## src/rtl/seq_pkg.sv

```systemverilog
// Shared types and control-word field layout for the opcode sequencer.
package seq_pkg;

    typedef enum logic [1:0] {
        ST_IDLE = 2'd0,
        ST_RUN  = 2'd1,
        ST_DONE = 2'd2
    } seq_state_t;

    // Datapath control-word packing (16-bit word)
    localparam int unsigned CW_DA_MSB = 15;
    localparam int unsigned CW_DA_LSB = 13;
    localparam int unsigned CW_AA_MSB = 12;
    localparam int unsigned CW_AA_LSB = 10;
    localparam int unsigned CW_BA_MSB = 9;
    localparam int unsigned CW_BA_LSB = 7;
    localparam int unsigned CW_MB_BIT = 6;
    localparam int unsigned CW_FS_MSB = 5;
    localparam int unsigned CW_FS_LSB = 2;
    localparam int unsigned CW_MD_BIT = 1;
    localparam int unsigned CW_RW_BIT = 0;

    localparam logic [15:0] CW_NOP = '0;

    function automatic logic cw_writes(input logic [15:0] cw);
        return cw[CW_RW_BIT];
    endfunction

endpackage

```

## src/rtl/seq_mem.sv

```systemverilog
// Program buffer: DEPTH x CW_W register file, synchronous write, combinational read.
module seq_mem #(
    parameter int unsigned CW_W  = 16,
    parameter int unsigned DEPTH = 8,
    parameter int unsigned AW    = $clog2(DEPTH)
) (
    input  logic            clk,
    input  logic            i_we,
    input  logic [AW-1:0]   i_waddr,
    input  logic [CW_W-1:0] i_wdata,
    input  logic [AW-1:0]   i_raddr,
    output logic [CW_W-1:0] o_rdata
);

    logic [CW_W-1:0] r_mem [DEPTH];

    always_ff @(posedge clk) begin
        if (i_we) begin
            r_mem[i_waddr] <= i_wdata;
        end
    end

    assign o_rdata = r_mem[i_raddr];

endmodule

```

## src/rtl/opcode_sequencer.sv

```systemverilog
// Stores a short control-word program and replays it free-running or per step.
// Optional macro SEQ_LOOP_EN: RUN wraps continuously until stopped by a run pulse.
module opcode_sequencer
    import seq_pkg::*;
#(
    parameter int unsigned CW_W  = 16,
    parameter int unsigned DEPTH = 8,
    parameter int unsigned AW    = $clog2(DEPTH)
) (
    input  logic            clk,
    input  logic            reset_b,
    input  logic            load,
    input  logic [CW_W-1:0] opcode_in,
    input  logic            run,
    input  logic            step,
    input  logic            clear,
    output logic [CW_W-1:0] cw_out,
    output logic            cw_valid,
    output logic [AW-1:0]   pc,
    output logic [AW:0]     count,
    output logic            full,
    output logic            empty,
    output logic            busy,
    output logic            done,
    output logic            overflow
);

    localparam int unsigned CNT_W = AW + 1;

    seq_state_t      r_state;
    seq_state_t      w_state_nxt;
    logic [AW-1:0]   r_pc;
    logic [AW-1:0]   w_pc_nxt;
    logic [AW:0]     r_count;
    logic [AW:0]     w_count_nxt;
    logic [CW_W-1:0] r_cw;
    logic [CW_W-1:0] w_cw_nxt;
    logic            r_valid;
    logic            w_valid_nxt;
    logic            r_overflow;
    logic            w_overflow_nxt;
    logic            w_we;
    logic            w_issue;
    logic            w_last;
    logic            w_full;
    logic            w_empty;
    logic [CW_W-1:0] w_rdata;

    seq_mem #(
        .CW_W (CW_W),
        .DEPTH(DEPTH),
        .AW   (AW)
    ) u_mem (
        .clk    (clk),
        .i_we   (w_we),
        .i_waddr(r_count[AW-1:0]),
        .i_wdata(opcode_in),
        .i_raddr(r_pc),
        .o_rdata(w_rdata)
    );

    assign w_full  = (r_count == CNT_W'(DEPTH));
    assign w_empty = (r_count == '0);
    assign w_last  = ((CNT_W'(r_pc) + CNT_W'(1)) == r_count);

    // Only the highest-priority pulse is considered; if it is ignored, lower ones are too.
    always_comb begin
        w_state_nxt    = r_state;
        w_pc_nxt       = r_pc;
        w_count_nxt    = r_count;
        w_cw_nxt       = CW_W'(CW_NOP);
        w_valid_nxt    = 1'b0;
        w_overflow_nxt = r_overflow;
        w_we           = 1'b0;
        w_issue        = 1'b0;

        if (clear) begin
            w_state_nxt    = ST_IDLE;
            w_pc_nxt       = '0;
            w_count_nxt    = '0;
            w_overflow_nxt = 1'b0;
        end else begin
            unique case (r_state)
                ST_IDLE: begin
                    if (run) begin
                        if (!w_empty) begin
                            w_pc_nxt    = '0;
                            w_state_nxt = ST_RUN;
                        end
                    end else if (step) begin
                        w_issue = !w_empty;
                    end else if (load) begin
                        if (w_full) begin
                            w_overflow_nxt = 1'b1;
                        end else begin
                            w_we        = 1'b1;
                            w_count_nxt = r_count + CNT_W'(1);
                        end
                    end
                end
                ST_RUN: begin
`ifdef SEQ_LOOP_EN
                    if (run) begin
                        w_pc_nxt    = '0;
                        w_state_nxt = ST_DONE;
                    end else begin
                        w_issue = 1'b1;
                    end
`else
                    w_issue = 1'b1;
`endif
                end
                ST_DONE: begin
                    if (run && !w_empty) begin
                        w_pc_nxt    = '0;
                        w_state_nxt = ST_RUN;
                    end
                end
                default: begin
                    w_state_nxt = ST_IDLE;
                end
            endcase

            if (w_issue) begin
                w_cw_nxt    = w_rdata;
                w_valid_nxt = 1'b1;
                if (w_last) begin
                    w_pc_nxt = '0;
`ifdef SEQ_LOOP_EN
                    if (r_state != ST_RUN) begin
                        w_state_nxt = ST_DONE;
                    end
`else
                    w_state_nxt = ST_DONE;
`endif
                end else begin
                    w_pc_nxt = r_pc + AW'(1);
                end
            end
        end
    end

    always_ff @(posedge clk or negedge reset_b) begin
        if (!reset_b) begin
            r_state    <= ST_IDLE;
            r_pc       <= '0;
            r_count    <= '0;
            r_cw       <= '0;
            r_valid    <= 1'b0;
            r_overflow <= 1'b0;
        end else begin
            r_state    <= w_state_nxt;
            r_pc       <= w_pc_nxt;
            r_count    <= w_count_nxt;
            r_cw       <= w_cw_nxt;
            r_valid    <= w_valid_nxt;
            r_overflow <= w_overflow_nxt;
        end
    end

    assign cw_out   = r_cw;
    assign cw_valid = r_valid;
    assign pc       = r_pc;
    assign count    = r_count;
    assign full     = w_full;
    assign empty    = w_empty;
    assign busy     = (r_state == ST_RUN);
    assign done     = (r_state == ST_DONE);
    assign overflow = r_overflow;

endmodule

```

## config.mk

```make
export PLATFORM = sky130hd
export DESIGN_NAME = opcode_sequencer
export DESIGN_NICKNAME = d
export VERILOG_FILES = /design/src/rtl/seq_pkg.sv /design/src/rtl/seq_mem.sv /design/src/rtl/opcode_sequencer.sv
export SDC_FILE = /design/constraint.sdc
export NUM_CORES = 1
export LEC_CHECK = 0
export CAP_MARGIN = 10
export CORE_MARGIN = 1.5
export CORE_UTILIZATION = 64
export CTS_BUF_LIST = sky130_fd_sc_hd__clkbuf_8
export DETAILED_ROUTE_END_ITERATION = 7
export PLACE_DENSITY = 0.95
export SYNTH_ARGS = -nofsm -noshare
export SYNTH_HDL_FRONTEND = slang
export SYNTH_SLANG_ARGS = --single-unit
```

## constraint.sdc

```tcl
create_clock -name clk -period 6.24 [get_ports clk]
set_input_delay 1.248 -clock clk [delete_from_list [all_inputs] [get_ports clk]]
set_output_delay 1.248 -clock clk [all_outputs]
set_load 0.1 [all_outputs]
```

==> reports/results.txt <==
Routed Antenna Nets - 0
Largest net degree at the start of global routing - 39
Reg2reg setup slack - 3.15 ns
EDFF count, synth - 128
CP Class - flip-flop to output pin
Mux cell area share after synthesis - 0.121
Number of remaining DRC errors - 0
Total GRT Usage - 0.256
Syn_nets - 350
HPWL after DPL - 6.90 mm
Clk Latency, worst-skew pair - 0.43 ns
Clock tree sinks - 155
Detailed Routing Iterations Pass 1 - 5
Final hold vios - 0
Mapped Cells - 325
Final TNS setup - 0 ns
Static leakage - 2.46 nW
Vias per cell - 6.34
PwrDens - 289 nW/µm²
FFs w/ async S/R, synth - 0.174
Final-report setup violation count - 0
CP startpoint kind - flip-flop
Yosys reg bits - 155
Crit-path max FO - 10
Final max-slew violation count - 0
Main combinational cell family by area after synthesis - multiplexers
Seq/Total Area, Yosys - 0.749
Total wire length - 11.8 mm
Grt ovf - 0
Status - complete, no violations
Synthesized area per cell - 18.6 µm²
Library cells used by synthesis - 40
CTS root buf - clkbuf_8
Post_cts resized - 0
Port bufs - 50
Via count - 3261
Vias in the first global route - 3481
Htree depth - 4
# nets final - 415
Die height - 100 µm
Area delta synth->final - 17.5%
I/O Pins - 51
Initial detailed-routing violation count - 248
Hold WC Path Type - flip-flop to flip-flop
Fmax - 243 MHz
Synth Area in Simple Gates - 0.0589
Max cap viols - 0
Die area - 10000 µm²
Slew Limit Headroom - 0.335
WHS - 0.516 ns
RD Place Congestion - 0.759
Tcrit/Tclk final - 0.659
CTS tree - built
Clock-pin slew on the worst setup and hold paths - 0.09 ns
Fraction of layout cells with a size suffix above 1 - 0.208
WL/cell - 23.0 µm
Area of the core - 9200 µm²
Ant diodes - 0
TritonCTS Buffers - 17
CTS max path bufs - 2
Most used DFF post-synth - edfxtp_1
VDD IR max - 0.214 mV
Warnings, synthesis - 0
Synthesized cell area - 6030 µm²
Initial antenna violation count - 0
Setup bufs post-CTS - 0
Worst endpoint required time - 4.99 ns
CP endpoint kind - output pin
Setup Skew - 0.0130 ns
Hold-fix buffers, CTS - 0
Unrepaired setup endpoints after global routing - no
Initial Utilization - 0.656
Minimum clock period - 4.11 ns
Compound-Gate Fraction of Synth Area - 0.0353
CP arrival - 2.86 ns
Row cnt - 35
Die Width - 100 µm
Post-Synth Adder-Cell Area - 0.00622
Synth Area in XOR/XNOR - 0.00726
Worst-Margin Slew - 0.995 ns
First-pass GRT wire length - 18.2 mm
final timing paths:
kind                                from                end  cells past startpoint
worst max-delay path            count[1]              empty                      5
worst min-delay path            overflow           overflow                      2
worst max register to register  count[1]  u_mem.r_mem[4][8]                      7
worst min register to register  overflow           overflow                      2
max in group asynchronous        reset_b              pc[0]                      2
min in group asynchronous        reset_b           count[3]                      2
power by group:
| group | internal [mW] | switching [mW] |
|---|---|---|
| Sequential | 1.13 | 0.00405 |
| Clock | 0.409 | 0.364 |
| Combinational | 0.0531 | 0.0926 |
cells in the mapped netlist (2+ instances only):
cell type  count  area share
inv_1          8      0.0050
nand2b_1       2      0.0021
dfrtp_1       27        0.11
clkbuf_1       4      0.0025
or3_1          2      0.0021
edfxtp_1     128        0.64
a31oi_1        2      0.0021
ha_1           3      0.0062
mux4_2        32        0.12
o2111ai_1      2      0.0029
buf_1          3      0.0019
nor3_2         2      0.0033
nand2_1       37       0.023
buf_4          4      0.0050
xnor2_1        2      0.0029
o211ai_1       3      0.0037
a211o_1        2      0.0029
a21oi_1       20       0.017
buf_2          3      0.0025
buf_6          2      0.0037
o31ai_1        2      0.0025
nand3_1        4      0.0033
xor2_1         3      0.0044
nor2_1        12      0.0075
per-stage QoR:
step	instances	util	worst slack [ns]	cell area [µm²]	power (mW)
final	514	0.771	2.13	7090	2.05
after floorplan	325	-	2.36	6030	1.25
after global routing	514	0.771	2.01	7090	2.11
after detailed placement	482	0.725	2.14	6670	1.30
after global placement	482	0.725	2.29	6670	1.29
after CTS	514	0.771	2.09	7090	2.06
per-layer routing:
metal | share of wire | vias up | wire [µm] | track usage
li1 | - | 1395 | - | -
met1 | 0.39 | 1699 | 4610 | 0.313
met2 | 0.53 | 142 | 6310 | 0.430
met3 | 0.055 | 25 | 656 | 0.0641
met4 | 0.021 | 0 | 248 | 0.132
met5 | 0 | - | 0 | 0
state kept, by name (all words and copies together), names as in the netlist:
register,flops
u_mem.r_mem,128
cw_out,16
count,4
pc,3
r_state,2
cw_valid,1
overflow,1
cell type report:
type	instances	area, µm²
clock inverter	14	170
sequential	155	4520
fill	497	2110
multi-input combinational	144	1380
inverter	10	40.0
tap	111	139
clock buffer	18	248
timing repair buffer	62	591
cell families (layout without fill, tap and decap cells):
kind of cell | count (synthesis) | count (layout)
AND/OR/NAND/NOR | 69 | 69
multiplexers | 33 | 33
AO/OA/AOI/OAI | 34 | 34
adder cells (fa/ha/maj) | 3 | 3
XOR/XNOR | 5 | 5
buffers and inverters | 26 | 104
flip-flops | 155 | 155
layout by cell type (no fill, tap or decap), types with 3 or more instances in the layout:
cell,count
a21oi_1,20
buf_4,12
bufinv_16,3
clkbuf_8,18
clkdlybuf4s50_1,50
clkinv_2,3
dfrtp_1,26
edfxtp_1,128
ha_1,3
inv_1,9
mux4_2,32
nand2_1,37
nand3_1,4
nor2_1,12
o211ai_1,3
xor2_1,3
worst max-delay path, cell delays in order (launching register included):
cell and delay (ns):
dfrtp_1 0.51, inv_1 0.14, ha_1 0.17, or3b_4 0.42, inv_1 0.07, clkdlybuf4s50_1 1.12
No activity file was read; power rests on OpenSTA's default activity.
